$ cat src/rtl/traverse_ctrl.sv
// -----------------------------------------------------------------------------
// traverse_ctrl
// Walks a (2*RV+1) x (2*RH+1) window around the current centre pixel, issuing
// one tap offset per cycle to a fixed-latency mask datapath. It tracks the
// in-flight taps and accumulates the weights and weighted channels returned by
// the datapath. A one-cycle done pulse follows the last accumulation.
//
// Ports
//   clk, rst_n       : clock, asynchronous active-low reset
//   start            : begin a traversal (accepted only in IDLE)
//   stall            : line buffer not ready, freeze tap issue
//   busy             : traversal in progress (ISSUE or DRAIN)
//   calc_en          : tap issue strobe to the mask datapath
//   ii_ofs, jj_ofs   : signed row and column offset of the issued tap
//   ii_diff, jj_diff : magnitude of ii_ofs and jj_ofs
//   wtmp             : tap weight returned by the datapath
//   imosum_part      : four weighted channels returned (channel 3 in MSBs)
//   wsum, imosum     : accumulated weight and four accumulated channels
//   done             : one-cycle completion pulse
// -----------------------------------------------------------------------------
module traverse_ctrl #(
    parameter int unsigned DW_IN  = 10,
    parameter int unsigned DW_DEC = 8,
    parameter int unsigned RV     = 6,
    parameter int unsigned RH     = 12,
    parameter int unsigned LAT    = 14
) (
    input  logic                        clk,
    input  logic                        rst_n,
    input  logic                        start,
    input  logic                        stall,
    output logic                        busy,
    output logic                        calc_en,
    output logic [3:0]                  ii_ofs,
    output logic [4:0]                  jj_ofs,
    output logic [2:0]                  ii_diff,
    output logic [3:0]                  jj_diff,
    input  logic [DW_DEC:0]             wtmp,
    input  logic [DW_IN*4-1:0]          imosum_part,
    output logic [DW_DEC+9:0]           wsum,
    output logic [(DW_IN+9)*4-1:0]      imosum,
    output logic                        done
);

    localparam int unsigned WS_W  = DW_DEC + 10;
    localparam int unsigned ACC_W = DW_IN + 9;
    localparam int unsigned CNT_W = 6;
    localparam int          RV_I  = int'(RV);
    localparam int          RH_I  = int'(RH);

    localparam logic signed [3:0] II_FIRST = 4'(-RV_I);
    localparam logic signed [3:0] II_LAST  = 4'(RV_I);
    localparam logic signed [4:0] JJ_FIRST = 5'(-RH_I);
    localparam logic signed [4:0] JJ_LAST  = 5'(RH_I);

    typedef enum logic [1:0] {
        S_IDLE,
        S_ISSUE,
        S_DRAIN,
        S_DONE
    } state_t;

    state_t                     r_state;
    logic signed [3:0]          r_ti;       // next tap row to issue
    logic signed [4:0]          r_tj;       // next tap column to issue
    logic                       r_calc_en;
    logic [3:0]                 r_ii;
    logic [4:0]                 r_jj;
    logic [2:0]                 r_iid;
    logic [3:0]                 r_jjd;
    logic                       r_busy;
    logic                       r_done;
    logic [WS_W-1:0]            r_wsum;
    logic [ACC_W*4-1:0]         r_imosum;
    logic [LAT-1:0]             r_vld;
    logic [CNT_W-1:0]           r_outst;

    logic [2:0]                 w_ti_abs;
    logic [3:0]                 w_tj_abs;
    logic                       w_last_tap;
    logic                       w_res_vld;

    assign w_ti_abs   = r_ti[3] ? 3'(-r_ti) : 3'(r_ti);
    assign w_tj_abs   = r_tj[4] ? 4'(-r_tj) : 4'(r_tj);
    assign w_last_tap = (r_ti == II_LAST) && (r_tj == JJ_LAST);
    assign w_res_vld  = r_vld[LAT-1];

    // Traversal FSM, result tracking and accumulation
    always_ff @(posedge clk or negedge rst_n) begin
        if (!rst_n) begin
            r_state   <= S_IDLE;
            r_ti      <= '0;
            r_tj      <= '0;
            r_calc_en <= 1'b0;
            r_ii      <= '0;
            r_jj      <= '0;
            r_iid     <= '0;
            r_jjd     <= '0;
            r_busy    <= 1'b0;
            r_done    <= 1'b0;
            r_wsum    <= '0;
            r_imosum  <= '0;
            r_vld     <= '0;
            r_outst   <= '0;
        end else begin
            r_calc_en <= 1'b0;
            r_done    <= 1'b0;

            // Result valid pipe runs regardless of stall and state
            r_vld <= {r_vld[LAT-2:0], r_calc_en};

            case ({r_calc_en, w_res_vld})
                2'b10:   r_outst <= r_outst + CNT_W'(1);
                2'b01:   r_outst <= r_outst - CNT_W'(1);
                default: r_outst <= r_outst;
            endcase

            if (w_res_vld) begin
                r_wsum <= r_wsum + WS_W'(wtmp);
                for (int k = 0; k < 4; k++) begin
                    r_imosum[k*ACC_W +: ACC_W] <= r_imosum[k*ACC_W +: ACC_W]
                        + ACC_W'(imosum_part[k*DW_IN +: DW_IN]);
                end
            end

            case (r_state)
                S_IDLE: begin
                    if (start) begin
                        r_state  <= S_ISSUE;
                        r_busy   <= 1'b1;
                        r_ti     <= II_FIRST;
                        r_tj     <= JJ_FIRST;
                        r_ii     <= II_FIRST;
                        r_jj     <= JJ_FIRST;
                        r_iid    <= 3'(RV);
                        r_jjd    <= 4'(RH);
                        r_wsum   <= '0;
                        r_imosum <= '0;
                        r_outst  <= '0;
                    end
                end
                S_ISSUE: begin
                    if (!stall) begin
                        r_calc_en <= 1'b1;
                        r_ii      <= r_ti;
                        r_jj      <= r_tj;
                        r_iid     <= w_ti_abs;
                        r_jjd     <= w_tj_abs;
                        if (w_last_tap) begin
                            r_state <= S_DRAIN;
                        end else if (r_tj == JJ_LAST) begin
                            r_tj <= JJ_FIRST;
                            r_ti <= r_ti + 4'sd1;
                        end else begin
                            r_tj <= r_tj + 5'sd1;
                        end
                    end
                end
                S_DRAIN: begin
                    // The last issued tap is not yet in r_outst while r_calc_en is high
                    if ((r_outst == '0) && !w_res_vld && !r_calc_en) begin
                        r_state <= S_DONE;
                        r_busy  <= 1'b0;
                        r_done  <= 1'b1;
                    end
                end
                S_DONE: begin
                    r_state <= S_IDLE;
                end
                default: begin
                    r_state <= S_IDLE;
                end
            endcase
        end
    end

    assign busy    = r_busy;
    assign calc_en = r_calc_en;
    assign ii_ofs  = r_ii;
    assign jj_ofs  = r_jj;
    assign ii_diff = r_iid;
    assign jj_diff = r_jjd;
    assign wsum    = r_wsum;
    assign imosum  = r_imosum;
    assign done    = r_done;

endmodule

$ cat config.mk
export PLATFORM = sky130hd
export DESIGN_NAME = traverse_ctrl
export DESIGN_NICKNAME = d
export VERILOG_FILES = /design/src/rtl/traverse_ctrl.sv
export SDC_FILE = /design/constraint.sdc
export NUM_CORES = 1
export LEC_CHECK = 0
export CORE_ASPECT_RATIO = 1.75
export CORE_UTILIZATION = 58
export CTS_CLUSTER_DIAMETER = 60
export DETAILED_ROUTE_END_ITERATION = 16
export DONT_BUFFER_PORTS = 1
export HOLD_SLACK_MARGIN = 0.1
export PLACE_DENSITY = 0.76
export SYNTH_ARGS = -nofsm -noshare
export SYNTH_HDL_FRONTEND = slang
export SYNTH_SLANG_ARGS = --single-unit
$ cat constraint.sdc
create_clock -name clk -period 2.33 [get_ports clk]
set_input_delay 0.233 -clock clk [delete_from_list [all_inputs] [get_ports clk]]
set_output_delay 0.233 -clock clk [all_outputs]
set_load 0.05 [all_outputs]
==> results.tsv <==
metric	value	unit
run_status	complete, but fails checks	
portBuffers	0	
required	2.64	ns
power_frac_seq	27.9	%
p_comb_share	52.5	%
layout-drive-gt1-share	20.0	%
gp_congestion	0.896	
ys.flop_type	dfrtp_1	
cp_cell_sequence	dlygate4sd3_1, ha_2, inv_1, fa_2, nor2b_2, o21ai_2, a21oi_4, o211ai_4, mux2_4, a2111oi_4	
synthDistinctLibCells	74	
p_total	14.2	mW
layout_setup_ws	0.0650	ns
ys_warn_count	0	
setup_viol	0	
critPathMaxFanout	5	
diodes	0	
crit_type	in2reg	
dr.pass1.iters	6	
grt_usage	29.2	%
relSlewSlack	58.5	%
fmax	442	MHz
ys_ff_latch	142	
intPower	7.52	mW
dpl.hpwl	15500	um
slowest_delay	0.54	ns
ant_nets	0	
core_area	14000	sq um
arrival	2.57	ns
synth_cells	866	
post_drt_wl_per_cell	18.6	um
max_cap_violations	0	
die_height	161	um
switching_power	6.67	mW
start_kind	input port	
avgViaCountPerCell	6.13	
synth.largest_area_cell	dfrtp_1	
ios	166	
drt_iter0_markers	242	
clock-root-buffer	clkbuf_16	
maxSlewViolCount	0	
dp_slack	0.00222	ns
clk_latency	0.41	ns
row_count	57	
cts_tree	yes	
grt_pass1_wl	34800	um
power_density	1400	nW/um^2
worst_hold_path_type	in2async	
wl	21500	um
violations	negative hold slack	
dp_cells	1114	
ys_seq_area_share	42.2	%
synth_area_per_cell	9.72	sq um
power_frac_clock	19.5	%
final_min_period_over_clock_period	97.2	%
clkTransAtPathRegs	0.07	ns
hold_buffers	2	
async_flop_share	100	%
tightest_slew	0.622	ns
crit_family	compound AO/OA/AOI/OAI gates	
p_leak	4.65	nW
fin_setup_tns	0	ns
numCtsBuffers	17	
grt_max_degree	143	
min_period	2.26	ns
h-tree-depth	4	
area_growth	20.6	%
synth_edf_count	0	
end_kind	flop	
fin_hold_ws	-0.493	ns
cts_max_path_buffers	2	
fp.dieArea	15000	sq um
antenna_found_initial	0	
finalHoldViolations	142	
synthTopCellsByArea	dfrtp_1 (42%), ha_1 (9.4%), nor2_1 (5.4%)	
vias	7094	
final_cells	1157	
start_util	59.9	%
cts_sinks	142	
cp.buffers_inverters	2	
finClkSkew	0.0124	ns
synth_top_area_share	42.2	%
die_x	93.1	um
switching_share	47.0	%
overflow	0	
syn_nets	988	
nets	1089	
synthesis.area	8420	sq um
ir_drop	1.03	mV
drc	0	
grt_pass1_vias	7454	
crit_slowest_cell	dlygate4sd3_1	
registers in the layout (all words and copies together) (netlist names), 3 cells and up:
register	flops
ii_ofs	4
imosum	76
jj_diff	3
jj_ofs	5
r_outst	6
r_ti	4
r_tj	5
r_vld	14
wsum	18
cell usage after synthesis, types with 6 or more instances:
cell type  instances
a211oi_1          18
a21o_1            22
a21oi_1           66
and3_1             8
clkbuf_1          19
dfrtp_1          142
fa_1               6
ha_1              63
inv_1             22
mux2i_1           28
nand2_1           58
nand2b_1           6
nand3_1           14
nand4_1            7
nor2_1           120
nor2b_1            8
nor3_1            10
o21ai_0           59
o31ai_1            7
or3_1             13
or4_1              6
xnor2_1           46
xor2_1            19
cell type report:
cell class	count	area (sq um)
inverter	23	86.3
multi-input combinational	672	4820
tap	177	221
timing repair buffer	111	851
sequential	142	3560
fill	995	3900
clock inverter	13	155
clock buffer	19	453
power groups by stage:
stage               sequential (mW)  combinational (mW)  clock, mW
floorplan                      5.30                3.94          0
global placement               3.94                6.93          0
detailed placement             3.98                7.18          0
CTS                            3.95                7.23       2.82
global route                   4.05                8.09       2.93
finish                         3.96                7.45       2.77
cell usage in the layout, fill, tap and decap left out, drive strengths merged, types with 4 or more instances in the layout:
cell,count
inv,28
mux2i,28
o31ai,7
dfrtp,142
nor2b,8
and3,9
fa,6
o41ai,4
nor4b,7
nand3,15
ha,63
nand2,58
xnor2,46
o21bai,4
or4,6
nand4,7
or3,13
a21oi,70
buf,109
nand2b,6
o211ai,8
o21ai,64
a31oi,4
a21o,22
clkbuf,19
a211oi,21
xor2,19
nor2,120
nor3,10
kinds of logic (layout without fill, tap and decap cells):
| family | after synthesis | in the layout | synth area share [%] |
|---|---|---|---|
| simple gates | 273 | 273 | 15.4 |
| mux | 29 | 29 | 3.51 |
| buf+inv | 52 | 166 | 2.45 |
| compound gates | 236 | 236 | 18.9 |
| fa+ha+maj | 69 | 69 | 10.8 |
| xor+xnor | 65 | 65 | 6.76 |
| flops | 142 | 142 | 42.2 |
worst paths after layout:
check                                     from          to  slack [ns]  cells after the start
worst max register to register      imosum[38]  imosum[56]        0.07                      8
max in group asynchronous                rst_n  imosum[38]        2.53                      0
worst min register to register       r_vld[11]   r_vld[12]        0.35                      0
min in group clk                imosum_part[0]   imosum[0]        0.11                      3
worst min-delay path                     rst_n  imosum[19]       -0.49                      0
worst max-delay path                   wtmp[0]    wsum[12]        0.07                     10
stage by stage:
stage                     util (%)  cell area, sq um
after floorplan                  -              8460
after global placement        66.4              9330
after detailed placement      66.4              9330
after CTS                     70.9              9950
after global routing          72.2             10100
final                         72.2             10100
what timing repair did:
| item | CTS | global route |
|---|---|---|
| pin swaps | 1 | 12 |
| endpoints found under the setup margin | 2 | 33 |
| endpoints found under the hold margin | 144 | 142 |
| gates resized for setup | 1 | 23 |
| setup buffers | 0 | 9 |
routing by layer:
layer / wire length [um] / track usage, % / part of all wire [%] / vias to the layer above
li1: - / - / - / 3305
met1: 7730 / 30.0 / 36 / 3455
met2: 11500 / 52.6 / 53 / 258
met3: 1360 / 8.10 / 6.3 / 76
met4: 973 / 15.9 / 4.5 / 0
met5: 0 / 0 / 0 / -
(Power assumes the default switching activity.)
